--- config.mk ---
export PLATFORM = sky130hd
export DESIGN_NAME = booth_mult_arbiter
export DESIGN_NICKNAME = d
export VERILOG_FILES = /design/src/rtl/booth_arbiter_pkg.sv /design/src/rtl/radix4_booth_multiplier.sv /design/src/rtl/rr_arbiter.sv /design/src/rtl/booth_mult_arbiter.sv
export SDC_FILE = /design/constraint.sdc
export NUM_CORES = 1
export LEC_CHECK = 0
export ABC_AREA = 1
export BUFFER_PORTS_ARGS = -buffer_cell sky130_fd_sc_hd__buf_4
export CORE_UTILIZATION = 40
export CTS_CLUSTER_DIAMETER = 80
export DETAILED_ROUTE_END_ITERATION = 8
export PLACE_DENSITY = 0.58
export RECOVER_POWER = 100
export SYNTH_ARGS = -nofsm -noshare
export SYNTH_HDL_FRONTEND = slang
export SYNTH_SLANG_ARGS = --single-unit
--- constraint.sdc ---
create_clock -name clk -period 3.3 [get_ports clk]
set_input_delay 0.33 -clock clk [delete_from_list [all_inputs] [get_ports clk]]
set_output_delay 0.33 -clock clk [all_outputs]
set_load 0.01 [all_outputs]
--- src/rtl/booth_arbiter_pkg.sv ---
// Shared definitions for the booth multiplier arbiter slice.
//   state_t  : sequencing states of the arbiter FSM
//   id_width : width of a requester index, never less than one bit
package booth_arbiter_pkg;

  typedef enum logic [2:0] {
    IDLE      = 3'd0,
    LAUNCH    = 3'd1,
    WAIT_BUSY = 3'd2,
    WAIT_DONE = 3'd3,
    RESP      = 3'd4
  } state_t;

  // A lone requester would still need a one-bit id so the ports stay legal.
  function automatic int id_width(input int numReq);
    return (numReq <= 2) ? 1 : $clog2(numReq);
  endfunction

endpackage

--- src/rtl/radix4_booth_multiplier.sv ---
// Iterative radix-4 Booth multiplier, one Booth digit per enabled cycle.
//   clk_i, rst_ni    : clock and asynchronous active-low reset
//   en_i             : when low all state holds
//   start_i          : load operands while ready_o is high
//   multiplier_i     : signed multiplier operand
//   multiplicand_i   : signed multiplicand operand
//   ready_o          : high when idle; drops the cycle after start
//   product_o        : full-width signed product, valid once ready_o rises again
module radix4_booth_multiplier #(
  parameter int WIDTH       = 8,
  parameter int CHECK_PARAM = 1
) (
  input  logic                 clk_i,
  input  logic                 rst_ni,
  input  logic                 en_i,
  input  logic                 start_i,
  input  logic [WIDTH-1:0]     multiplier_i,
  input  logic [WIDTH-1:0]     multiplicand_i,
  output logic                 ready_o,
  output logic [2*WIDTH-1:0]   product_o
);

  localparam int PW   = 2 * WIDTH;
  localparam int ND   = (WIDTH + 1) / 2;
  localparam int MB   = 2 * ND + 1;
  localparam int CW   = (ND > 1) ? $clog2(ND) : 1;
  localparam logic [CW-1:0] LAST = CW'(ND - 1);

  if (CHECK_PARAM != 0 && WIDTH == 0) begin : gBadWidth
    $fatal(1, "radix4_booth_multiplier: WIDTH must be non-zero");
  end

  logic [PW-1:0] acc_q, acc_d, mcand_q, product_q, pp;
  logic [MB-1:0] mplier_q;
  logic [CW-1:0] cnt_q;
  logic          busy_q;

  // Booth recoding of the three lowest multiplier bits into a partial
  // product of 0, +-1 or +-2 times the (already shifted) multiplicand.
  // Everything is modulo 2^PW, which is exact because the true product fits.
  always_comb begin
    pp = '0;
    unique case (mplier_q[2:0])
      3'b001, 3'b010: pp = mcand_q;
      3'b011:         pp = mcand_q << 1;
      3'b100:         pp = -(mcand_q << 1);
      3'b101, 3'b110: pp = -mcand_q;
      default:        pp = '0;
    endcase
    acc_d = acc_q + pp;
  end

  // Load on start, then consume two multiplier bits per cycle; the last
  // digit writes the product register directly so it appears with ready.
  always_ff @(posedge clk_i or negedge rst_ni) begin
    if (!rst_ni) begin
      acc_q     <= '0;
      mcand_q   <= '0;
      mplier_q  <= '0;
      cnt_q     <= '0;
      busy_q    <= 1'b0;
      product_q <= '0;
    end else if (en_i) begin
      if (!busy_q) begin
        if (start_i) begin
          acc_q    <= '0;
          mcand_q  <= PW'($signed(multiplicand_i));
          mplier_q <= MB'($signed({multiplier_i, 1'b0}));
          cnt_q    <= '0;
          busy_q   <= 1'b1;
        end
      end else begin
        acc_q    <= acc_d;
        mcand_q  <= mcand_q << 2;
        mplier_q <= {{2{mplier_q[MB-1]}}, mplier_q[MB-1:2]};
        if (cnt_q == LAST) begin
          busy_q    <= 1'b0;
          product_q <= acc_d;
        end else begin
          cnt_q <= cnt_q + 1'b1;
        end
      end
    end
  end

  assign ready_o   = !busy_q;
  assign product_o = product_q;

endmodule

--- src/rtl/rr_arbiter.sv ---
// Purely combinational round-robin picker.
//   req_i       : request vector, one bit per requester
//   ptr_i       : index that currently holds highest priority
//   enable_i    : when low no grant is produced
//   grant_o     : one-hot grant (or zero)
//   grant_idx_o : binary index of the granted requester (0 when no grant)
module rr_arbiter
  import booth_arbiter_pkg::*;
#(
  parameter int NUM_REQ = 4
) (
  input  logic [NUM_REQ-1:0]               req_i,
  input  logic [id_width(NUM_REQ)-1:0]     ptr_i,
  input  logic                             enable_i,
  output logic [NUM_REQ-1:0]               grant_o,
  output logic [id_width(NUM_REQ)-1:0]     grant_idx_o
);

  localparam int IDW = id_width(NUM_REQ);

  // Walk the requesters starting at the pointer and wrapping around; the
  // first one found active wins, so exactly one grant can ever be raised.
  always_comb begin
    logic found;
    grant_o     = '0;
    grant_idx_o = '0;
    found       = 1'b0;
    for (int off = 0; off < NUM_REQ; off++) begin
      int idx;
      logic [IDW-1:0] idxW;
      idx = int'(ptr_i) + off;
      if (idx >= NUM_REQ) idx = idx - NUM_REQ;
      idxW = IDW'(idx);
      if (enable_i && !found && req_i[idxW]) begin
        found             = 1'b1;
        grant_o[idxW]     = 1'b1;
        grant_idx_o       = idxW;
      end
    end
  end

endmodule

--- src/rtl/booth_mult_arbiter.sv ---
// Shares one radix-4 Booth multiplier between NUM_REQ requesters.
//   clk, rst_n        : clock and asynchronous active-low reset
//   en                : global enable, freezes everything when low
//   req_valid/ready   : per-requester handshake (ready is one-hot or zero)
//   req_multiplier    : per-requester multiplier operand
//   req_multiplicand  : per-requester multiplicand operand
//   rsp_valid/ready   : response handshake
//   rsp_id            : requester that owns rsp_product
//   rsp_product       : full-width signed product
//   busy              : high whenever the FSM is not IDLE
module booth_mult_arbiter
  import booth_arbiter_pkg::*;
#(
  parameter int WIDTH       = 8,
  parameter int NUM_REQ     = 4,
  parameter int CHECK_PARAM = 1
) (
  input  logic                              clk,
  input  logic                              rst_n,
  input  logic                              en,
  input  logic [NUM_REQ-1:0]                req_valid,
  output logic [NUM_REQ-1:0]                req_ready,
  input  logic [NUM_REQ-1:0][WIDTH-1:0]     req_multiplier,
  input  logic [NUM_REQ-1:0][WIDTH-1:0]     req_multiplicand,
  output logic                              rsp_valid,
  input  logic                              rsp_ready,
  output logic [id_width(NUM_REQ)-1:0]      rsp_id,
  output logic [2*WIDTH-1:0]                rsp_product,
  output logic                              busy
);

  localparam int IDW = id_width(NUM_REQ);

  if (CHECK_PARAM != 0 && (WIDTH == 0 || NUM_REQ < 2)) begin : gBadParams
    $fatal(1, "booth_mult_arbiter: need WIDTH > 0 and NUM_REQ >= 2");
  end

  state_t               state_q;
  logic [IDW-1:0]       ptr_q, ptr_d, id_q, grantIdx;
  logic [WIDTH-1:0]     opMultiplier_q, opMultiplicand_q;
  logic [2*WIDTH-1:0]   rspProduct_q, mulProduct;
  logic [NUM_REQ-1:0]   grant;
  logic                 arbEnable, accept, mulStart, mulReady;

  // Requests are only offered while idle and enabled, so a grant here is
  // always a completed transfer at the next edge.
  assign arbEnable = en && (state_q == IDLE);

  rr_arbiter #(.NUM_REQ(NUM_REQ)) u_arb (
    .req_i       (req_valid),
    .ptr_i       (ptr_q),
    .enable_i    (arbEnable),
    .grant_o     (grant),
    .grant_idx_o (grantIdx)
  );

  assign req_ready = grant;
  assign accept    = |grant;
  assign ptr_d     = (grantIdx == IDW'(NUM_REQ - 1)) ? '0 : grantIdx + 1'b1;

  radix4_booth_multiplier #(.WIDTH(WIDTH), .CHECK_PARAM(CHECK_PARAM)) u_mul (
    .clk_i          (clk),
    .rst_ni         (rst_n),
    .en_i           (en),
    .start_i        (mulStart),
    .multiplier_i   (opMultiplier_q),
    .multiplicand_i (opMultiplicand_q),
    .ready_o        (mulReady),
    .product_o      (mulProduct)
  );

  // Sequencer: latch the winner, pulse start, wait for the multiplier to
  // go busy and then done, and hold the response until it is taken.
  always_ff @(posedge clk or negedge rst_n) begin
    if (!rst_n) begin
      state_q          <= IDLE;
      ptr_q            <= '0;
      id_q             <= '0;
      opMultiplier_q   <= '0;
      opMultiplicand_q <= '0;
      rspProduct_q     <= '0;
    end else if (en) begin
      unique case (state_q)
        IDLE: begin
          if (accept) begin
            opMultiplier_q   <= req_multiplier[grantIdx];
            opMultiplicand_q <= req_multiplicand[grantIdx];
            id_q             <= grantIdx;
            ptr_q            <= ptr_d;
            state_q          <= LAUNCH;
          end
        end
        LAUNCH:    state_q <= WAIT_BUSY;
        WAIT_BUSY: if (!mulReady) state_q <= WAIT_DONE;
        WAIT_DONE: begin
          if (mulReady) begin
            rspProduct_q <= mulProduct;
            state_q      <= RESP;
          end
        end
        RESP:      if (rsp_ready) state_q <= IDLE;
        default:   state_q <= IDLE;
      endcase
    end
  end

  // Outputs are straight decodes of registered state, so they are glitch-free.
  assign mulStart    = (state_q == LAUNCH);
  assign rsp_valid   = (state_q == RESP);
  assign busy        = (state_q != IDLE);
  assign rsp_id      = id_q;
  assign rsp_product = rspProduct_q;

endmodule

==> results of run 1 <==
## per-stage QoR
stage,hold slack [ns],utilization [%]
finish,0.184,48.6
global route,0.183,48.6
detailed placement,0.392,47.1
CTS,0.000675,48.9
floorplan,0.0344,-
global placement,0.384,47.1
## worst min-delay path by stage
stage,from,endpoint,slack (ns),depth (start not counted)
after global placement,rst_n,rsp_product[7]$_DFFE_PN0P_,0.38,1
after detailed placement,rst_n,rsp_product[7]$_DFFE_PN0P_,0.39,1
after CTS,rst_n,rsp_product[5]$_DFFE_PN0P_,0.0007,1
final,en,u_mul.busy_q$_DFFE_PN0P_,0.18,2
after floorplan,rst_n,opMultiplicand_q[0]$_DFFE_PN0P_,0.03,0
after global routing,en,u_mul.busy_q$_DFFE_PN0P_,0.18,2
## cell families after synthesis
| logic type | after synthesis |
|---|---|
| adders and majority gates | 26 |
| and+or+nand+nor | 475 |
| buffers and inverters | 116 |
| AOI/OAI and AO/OA | 115 |
| muxes | 13 |
| DFF | 99 |
| xor gates and xnor gates | 17 |
## Yosys cell counts (2+ instances only)
library cell	count	area, µm²
ha_1	25	313
o2111ai_1	4	35.0
a221oi_1	3	26.3
o221ai_1	10	87.6
inv_1	76	285
clkinv_1	3	11.3
mux2_2	13	146
a31oi_1	8	50.1
nor4_1	2	12.5
a221o_1	4	40.0
xor2_1	12	105
buf_2	9	45.0
nor2_1	38	143
nand4_1	4	25.0
a21oi_1	15	75.1
xnor2_1	5	43.8
nand2_2	7	43.8
o21ai_0	41	205
a21o_1	2	15.0
inv_2	3	11.3
dfrtp_1	99	2480
nor2_2	6	37.5
nand2_1	292	1100
o22ai_1	6	37.5
nand2_4	3	33.8
o211ai_1	6	45.0
a32o_1	2	20.0
inv_4	2	12.5
buf_6	5	56.3
nand3b_1	19	143
or2_2	3	18.8
clkbuf_1	12	45.0
o31ai_1	3	22.5
nor2_4	2	22.5
nor3_1	7	35.0
nand3_1	88	440
o21bai_1	3	22.5
buf_4	6	45.0
nand3_2	2	20.0
## state kept, by name, indices dropped and copies added, names as in the netlist
signal,flops
opMultiplicand_q,8
opMultiplier_q,8
ptr_q,2
rsp_id,2
rsp_product,16
state_q,3
u_mul.acc_q,16
u_mul.busy_q,1
u_mul.cnt_q,2
u_mul.mcand_q,16
u_mul.mplier_q,9
u_mul.product_o,16
## power breakdown
group          leakage [nW]  switching, mW  total, mW  internal (mW)
Combinational          2.59           3.30       5.30           2.00
Clock                 0.140          0.458      0.993          0.534
Sequential             1.24          0.356       2.13           1.78
Total                  3.97           4.11       8.42           4.31
## per-layer routing
layer | vias to the layer above | global-route usage (%)
li1 | 3068 | -
met1 | 2685 | 26.2
met2 | 120 | 34.8
met3 | 12 | 3.10
met4 | 0 | 6.44
met5 | - | 0
## what timing repair did
item                       CTS  global route
resized for setup            0            22
setup buffers                0             3
hold endpoints to repair     0             0
setup endpoints to repair    0            14
## area by class of cell
class	count	share of cell area (%)
clock buffer	11	3.16
clock inverter	5	0.472
inverter	84	4.13
multi-input combinational	646	45.5
sequential	99	32.2
tap	216	3.52
timing repair buffer	125	11.0
==> metrics.txt, run 1 <==
# TYPE chip_impl_metric gauge
chip_impl_info{name="outcome",value="finished with violations"} 1
chip_impl_info{name="failing_checks",value="max-capacitance violations, max-slew violations"} 1
chip_impl_metric{name="place.detailed.hpwl",unit="mm"} 11.9
chip_impl_metric{name="post_layout_total_power",unit="mW"} 8.42
chip_impl_metric{name="finClkSkew",unit="ns"} 0.00717
chip_impl_metric{name="area_growth",unit="%"} 19.1
chip_impl_metric{name="drt_first_pass_iters",unit=""} 4
chip_impl_info{name="postSynth.topFlopCell",value="dfrtp_1"} 1
chip_impl_metric{name="clkSlewWorstSetupHoldPaths",unit="ns"} 0.07
chip_impl_info{name="hp-class",value="input port to flop"} 1
chip_impl_metric{name="worst-path-stages",unit=""} 18
chip_impl_metric{name="fin_area",unit="µm²"} 7690
chip_impl_metric{name="fin_crit",unit="ns"} 3.12
chip_impl_metric{name="coreArea",unit="µm²"} 15800
chip_impl_metric{name="via_count",unit=""} 5885
chip_impl_metric{name="yosys_register_bits",unit=""} 99
chip_impl_metric{name="clock_path_buffers",unit=""} 2
chip_impl_metric{name="dr_wl_met2",unit="mm"} 7.48
chip_impl_metric{name="number_of_synthesized_flops_with_an_enable_pin",unit=""} 0
chip_impl_metric{name="post_route_cells_drive_above_1_share",unit="%"} 17.6
chip_impl_metric{name="total_number_of_nets_in_the_final_design",unit=""} 1063
chip_impl_metric{name="r2r_setup_slack",unit="ns"} 0.18
chip_impl_metric{name="post_synth_fa_ha_maj_area_fraction",unit="%"} 5.16
chip_impl_metric{name="hold_violations",unit=""} 0
chip_impl_metric{name="final.fill_count",unit=""} 1669
chip_impl_info{name="grt_setup_unrepaired",value="true"} 1
chip_impl_metric{name="wirelength_met1",unit="mm"} 7.39
chip_impl_metric{name="detailedRoute.firstIterationViolations",unit=""} 314
chip_impl_metric{name="postRouteWirelength",unit="mm"} 15.7
chip_impl_metric{name="dpl-instance-area",unit="µm²"} 7460
chip_impl_metric{name="max_cap_viols",unit=""} 1
chip_impl_metric{name="min_period_over_period",unit="%"} 94.7
chip_impl_info{name="cts_root_buffer",value="clkbuf_16"} 1
chip_impl_info{name="worst_setup_path_endpoint",value="u_mul.product_o[13]$_DFFE_PN0P_"} 1
chip_impl_info{name="worst_setup_path_end_kind",value="flop"} 1
chip_impl_metric{name="worst_pin_slew",unit="ns"} 2.46
chip_impl_metric{name="cts.sink_count",unit=""} 99
chip_impl_metric{name="synth_simple_gate_area_share",unit="%"} 32.4
chip_impl_info{name="crit_top_cell",value="o21ai_1"} 1
chip_impl_metric{name="die-height",unit="µm"} 129
chip_impl_info{name="timing.critical_path.cells",value="inv_2, ha_2, nand2_2, nor4_2, buf_4, xor2_1, inv_1, a221oi_2, o21ai_0, ha_1, a21oi_2, o21ai_1, nand2_1, nand4_1, a21o_1, or2_2, nand3_1, o21ai_1"} 1
chip_impl_info{name="worstSetupPathType",value="flop to flop"} 1
chip_impl_metric{name="number_of_buffers_added_by_the_clock_tree_synthesis_step",unit=""} 9
chip_impl_metric{name="place_worst_setup_slack",unit="ns"} 0.0890
chip_impl_metric{name="sequential_area_share_after_synthesis",unit="%"} 38.4
chip_impl_metric{name="cell_count_after_synthesis",unit=""} 861
chip_impl_metric{name="antenna_found_initial",unit=""} 0
chip_impl_metric{name="netlist_area",unit="µm²"} 6450
chip_impl_metric{name="viasPerCell",unit=""} 4.96
chip_impl_metric{name="drtAntennaViolNets",unit=""} 0
chip_impl_metric{name="syn-num-nets",unit=""} 959
chip_impl_info{name="most-common-layout-cells",value="291 x nand2_1, 99 x dfrtp_1, 98 x buf_4"} 1
chip_impl_metric{name="finalSetupTns",unit="ns"} 0
chip_impl_metric{name="endpoint_arrival_time_on_the_critical_path",unit="ns"} 3.36
chip_impl_metric{name="wl_per_cell",unit="µm"} 13.2
chip_impl_metric{name="inst_count_dp",unit=""} 1167
chip_impl_info{name="startpoint",value="u_mul.mcand_q[0]$_DFFE_PN0P_"} 1
chip_impl_metric{name="place_congestion",unit=""} 0.863
chip_impl_metric{name="cts-htree-levels",unit=""} 3
chip_impl_info{name="cpMaxStageDelayCell",value="dfrtp_1"} 1
chip_impl_metric{name="power_leakage",unit="nW"} 3.97
chip_impl_metric{name="cts_hold_repair.buffers",unit=""} 0
chip_impl_info{name="highest-signal-layer",value="met4"} 1
chip_impl_metric{name="synthesis.area_per_instance",unit="µm²"} 7.49
chip_impl_metric{name="final_slew_violations",unit=""} 48
chip_impl_metric{name="vias_in_the_first_global_route",unit=""} 5753
chip_impl_info{name="tritoncts",value="yes"} 1
chip_impl_metric{name="relSlewSlack",unit="%"} -63.9
chip_impl_metric{name="peakVddDrop",unit="V"} 0.000395
chip_impl_metric{name="die_x",unit="µm"} 129
chip_impl_metric{name="die_area",unit="µm²"} 16600
chip_impl_metric{name="worst_path_largest_cell_delay",unit="ns"} 0.41
chip_impl_metric{name="final_setup_violation_count",unit=""} 0
chip_impl_info{name="worst_r2r_src",value="u_mul.mcand_q[0]$_DFFE_PN0P_"} 1
chip_impl_metric{name="p_per_area",unit="nW/µm²"} 1100
chip_impl_metric{name="placementRows",unit=""} 46
chip_impl_metric{name="floorplan.io_pins",unit=""} 96
chip_impl_metric{name="worstPathMaxFanout",unit=""} 3
chip_impl_metric{name="sequential_cell_area",unit="µm²"} 2480
chip_impl_info{name="main_combinational_cell_family_by_area_after_synthesis",value="simple AND/OR/NAND/NOR gates"} 1
chip_impl_metric{name="synth-compound-area-share",unit="%"} 11.5
chip_impl_metric{name="globalRoute.totalOverflow",unit=""} 0
chip_impl_metric{name="crit_buf_inv",unit=""} 3
chip_impl_metric{name="port_buf_inserts",unit=""} 95
chip_impl_metric{name="drc",unit=""} 0
chip_impl_metric{name="grt_start_max_net_pins",unit=""} 54
chip_impl_metric{name="globalRouteTotalUtil",unit="%"} 20.3
chip_impl_info{name="timing.critical_path.max_delay_family",value="compound AO/OA/AOI/OAI gates"} 1
chip_impl_metric{name="dr_wl_met3",unit="µm"} 616
chip_impl_metric{name="max_freq",unit="MHz"} 320
chip_impl_metric{name="async_flop_share",unit="%"} 100
chip_impl_metric{name="initial_cell_density_of_the_core",unit="%"} 40.8
chip_impl_info{name="critical_path.startpoint_type",value="flop"} 1
chip_impl_metric{name="critPathRequiredTime",unit="ns"} 3.54
chip_impl_metric{name="synth.yosys.warnings",unit=""} 0
chip_impl_metric{name="yosys.area_share.xor_xnor",unit="%"} 2.31
chip_impl_metric{name="synth_cell_type_count",unit=""} 50
chip_impl_metric{name="clk_latency",unit="ns"} 0.36
chip_impl_info{name="mostFrequentLayoutCell",value="nand2_1"} 1
chip_impl_info{name="r2r-end",value="u_mul.product_o[13]$_DFFE_PN0P_"} 1
chip_impl_metric{name="grt_pass1_wl",unit="mm"} 27.1
chip_impl_metric{name="instances_no_fill",unit=""} 1186
chip_impl_metric{name="antenna-diode-count",unit=""} 0
chip_impl_metric{name="count_of_cells_along_the_worst_register_to_register_path",unit=""} 18
chip_impl_metric{name="synth_mux_area_share",unit="%"} 2.27
chip_impl_metric{name="multi_input_area",unit="µm²"} 3490
chip_impl_metric{name="setup_slack",unit="ns"} 0.176
No activity file was read; power rests on OpenSTA's default activity.
==> run 2: changes to the inputs <==
--- a/config.mk
+++ b/config.mk
@@ -7,8 +7,9 @@
 export LEC_CHECK = 0
 export ABC_AREA = 1
 export BUFFER_PORTS_ARGS = -buffer_cell sky130_fd_sc_hd__buf_4
+export CORE_MARGIN = 1.5
 export CORE_UTILIZATION = 40
-export CTS_CLUSTER_DIAMETER = 80
+export CTS_CLUSTER_DIAMETER = 120
 export DETAILED_ROUTE_END_ITERATION = 8
 export PLACE_DENSITY = 0.58
 export RECOVER_POWER = 100
==> metrics.txt, run 2 (synthesis gave the netlist of run 1 again) <==
# TYPE chip_impl_metric gauge
chip_impl_info{name="outcome",value="complete, no violations"} 1
chip_impl_metric{name="inst_count_dp",unit=""} 1170
chip_impl_info{name="grt_setup_unrepaired",value="true"} 1
chip_impl_metric{name="clock_path_buffers",unit=""} 2
chip_impl_metric{name="min_period_over_period",unit="%"} 95.4
chip_impl_metric{name="switching_power",unit="mW"} 4.23
chip_impl_metric{name="post_layout_total_power",unit="mW"} 8.68
chip_impl_metric{name="setup_slack",unit="ns"} 0.153
chip_impl_metric{name="die-height",unit="µm"} 130
chip_impl_metric{name="die_area",unit="µm²"} 16900
chip_impl_metric{name="combPwrFrac",unit="%"} 63.6
chip_impl_info{name="worstSetupPathType",value="flop to flop"} 1
chip_impl_metric{name="cts.sink_count",unit=""} 99
chip_impl_metric{name="detailedRoute.firstIterationViolations",unit=""} 322
chip_impl_metric{name="peakVddDrop",unit="V"} 0.000591
chip_impl_metric{name="power.clock.fraction",unit="%"} 11.8
chip_impl_metric{name="power_leakage",unit="nW"} 4.00
chip_impl_metric{name="fin_crit",unit="ns"} 3.15
chip_impl_metric{name="worst_path_largest_cell_delay",unit="ns"} 0.40
chip_impl_metric{name="grt_start_max_net_pins",unit=""} 60
chip_impl_metric{name="sequential_cell_area",unit="µm²"} 2480
chip_impl_metric{name="via_count",unit=""} 5906
chip_impl_metric{name="critPathRequiredTime",unit="ns"} 3.54
chip_impl_info{name="critical_path.startpoint_type",value="flop"} 1
chip_impl_metric{name="floorplan.io_pins",unit=""} 96
chip_impl_metric{name="globalRouteTotalUtil",unit="%"} 19.8
chip_impl_metric{name="max_cap_viols",unit=""} 0
chip_impl_metric{name="finClkSkew",unit="ns"} 0.00813
chip_impl_metric{name="final_slew_violations",unit=""} 0
chip_impl_metric{name="internal_power",unit="mW"} 4.45
chip_impl_metric{name="drc",unit=""} 0
chip_impl_metric{name="port_buf_inserts",unit=""} 95
chip_impl_metric{name="fin_area",unit="µm²"} 7810
chip_impl_metric{name="max_freq",unit="MHz"} 318
chip_impl_info{name="timing.critical_path.cells",value="inv_2, ha_4, nand2_4, nor4_4, buf_4, xor2_1, inv_1, a221oi_2, o21ai_1, ha_1, a21oi_2, o21ai_1, nand2_1, nand4_1, a21o_1, or2_4, nand3_2, o21ai_1"} 1
chip_impl_info{name="cts_root_buffer",value="clkbuf_16"} 1
chip_impl_metric{name="place_congestion",unit=""} 0.876
chip_impl_info{name="most-common-layout-cells",value="291 x nand2_1, 101 x buf_4, 99 x dfrtp_1"} 1
chip_impl_metric{name="number_of_buffers_added_by_the_clock_tree_synthesis_step",unit=""} 9
chip_impl_info{name="mostFrequentLayoutCell",value="nand2_1"} 1
chip_impl_metric{name="drt_first_pass_iters",unit=""} 5
chip_impl_metric{name="postRouteWirelength",unit="mm"} 15.8
chip_impl_metric{name="dpl-instance-area",unit="µm²"} 7480
chip_impl_info{name="cpMaxStageDelayCell",value="dfrtp_1"} 1
chip_impl_metric{name="hold_violations",unit=""} 0
chip_impl_metric{name="wl_per_cell",unit="µm"} 13.3
chip_impl_metric{name="power.sequential.fraction",unit="%"} 24.6
chip_impl_metric{name="clk_latency",unit="ns"} 0.36
chip_impl_metric{name="relSlewSlack",unit="%"} 1.70
chip_impl_metric{name="placementRows",unit=""} 46
chip_impl_metric{name="endpoint_arrival_time_on_the_critical_path",unit="ns"} 3.39
chip_impl_metric{name="initial_cell_density_of_the_core",unit="%"} 40.8
chip_impl_metric{name="final.fill_count",unit=""} 1627
chip_impl_metric{name="die_x",unit="µm"} 130
chip_impl_info{name="hp-class",value="input port to flop"} 1
chip_impl_metric{name="worst_pin_slew",unit="ns"} 1.47
chip_impl_metric{name="final_setup_violation_count",unit=""} 0
chip_impl_metric{name="cts-htree-levels",unit=""} 3
chip_impl_metric{name="instances_no_fill",unit=""} 1190
chip_impl_metric{name="coreArea",unit="µm²"} 15800
chip_impl_metric{name="multi_input_area",unit="µm²"} 3580
chip_impl_metric{name="netSwitchingFraction",unit="%"} 48.7
chip_impl_metric{name="antenna_found_initial",unit=""} 0
chip_impl_metric{name="p_per_area",unit="nW/µm²"} 1110
chip_impl_metric{name="worstPathMaxFanout",unit=""} 3
chip_impl_metric{name="viasPerCell",unit=""} 4.96
chip_impl_metric{name="drtAntennaViolNets",unit=""} 0
chip_impl_metric{name="grt_pass1_wl",unit="mm"} 26.7
chip_impl_metric{name="globalRoute.totalOverflow",unit=""} 0
chip_impl_info{name="timing.critical_path.max_delay_family",value="simple AND/OR/NAND/NOR gates"} 1
chip_impl_metric{name="clkSlewWorstSetupHoldPaths",unit="ns"} 0.07
chip_impl_metric{name="finalSetupTns",unit="ns"} 0
chip_impl_info{name="crit_top_cell",value="o21ai_1"} 1
chip_impl_metric{name="crit_buf_inv",unit=""} 3
chip_impl_metric{name="vias_in_the_first_global_route",unit=""} 5701
chip_impl_metric{name="place.detailed.hpwl",unit="mm"} 11.9
chip_impl_metric{name="total_number_of_nets_in_the_final_design",unit=""} 1067
chip_impl_metric{name="place_worst_setup_slack",unit="ns"} 0.0456
chip_impl_metric{name="cts_hold_repair.buffers",unit=""} 0
chip_impl_info{name="tritoncts",value="yes"} 1
chip_impl_metric{name="post_route_cells_drive_above_1_share",unit="%"} 19.0
chip_impl_metric{name="antenna-diode-count",unit=""} 0
chip_impl_metric{name="area_growth",unit="%"} 21.0
chip_impl_info{name="worst_setup_path_end_kind",value="flop"} 1
## run 2: cell types whose count changed in the layout (fill, tap and decap cells not counted), sizes merged
| cell | delta |
|---|---|
| clkinvlp | +1 |
| clkinv | -1 |
| buf | +4 |
## run 2: final cells by class
cell class / instances / share of cell area, %
sequential: 99 / 31.7
clock buffer: 11 / 3.24
tap: 216 / 3.46
timing repair buffer: 129 / 11.2
inverter: 84 / 4.10
multi-input combinational: 646 / 45.8
clock inverter: 5 / 0.449
## run 2: path summary, 6_finish.rpt
path,startpoint,endpoint,slack [ns],cells after the start
worst max-delay path,u_mul.mcand_q[1]$_DFFE_PN0P_,u_mul.product_o[13]$_DFFE_PN0P_,0.15,18
worst min-delay path,en,u_mul.busy_q$_DFFE_PN0P_,0.18,2
worst max register to register,u_mul.mcand_q[1]$_DFFE_PN0P_,u_mul.product_o[13]$_DFFE_PN0P_,0.15,18
worst min register to register,u_mul.product_o[15]$_DFFE_PN0P_,u_mul.product_o[15]$_DFFE_PN0P_,0.48,2
max in group asynchronous,rst_n,opMultiplicand_q[6]$_DFFE_PN0P_,1.27,2
min in group asynchronous,rst_n,rsp_product[9]$_DFFE_PN0P_,0.32,1
## run 2: timing repair
item,CTS,global route
endpoints found under the setup margin,0,15
resized for setup,0,37
buffers inserted,0,4
## run 2: metrics by stage
stage / util [%] / hold WS (ns)
6_report: 49.3 / 0.177
3_3_place_gp: 47.3 / 0.454
4_1_cts: 49.1 / 0.0779
3_5_place_dp: 47.3 / 0.463
2_1_floorplan: - / 0.0344
5_1_grt: 49.3 / 0.201
## run 2: power by group through the flow
stage	Sequential (mW)	Clock [mW]	Combinational [mW]
floorplan	2.10	0	3.89
global placement	2.15	0	5.28
detailed placement	2.14	0	5.32
CTS	2.13	1.05	5.33
global route	2.21	1.10	6.29
finish	2.14	1.03	5.52
## run 2: metal layers
metal	share of wire (%)	up-vias	track usage [%]	wire (µm)
li1	-	3074	-	-
met5	0	-	0	0
met1	47	2676	25.0	7350
met2	48	135	33.9	7510
met3	3.9	21	3.20	610
met4	2.0	0	7.78	315
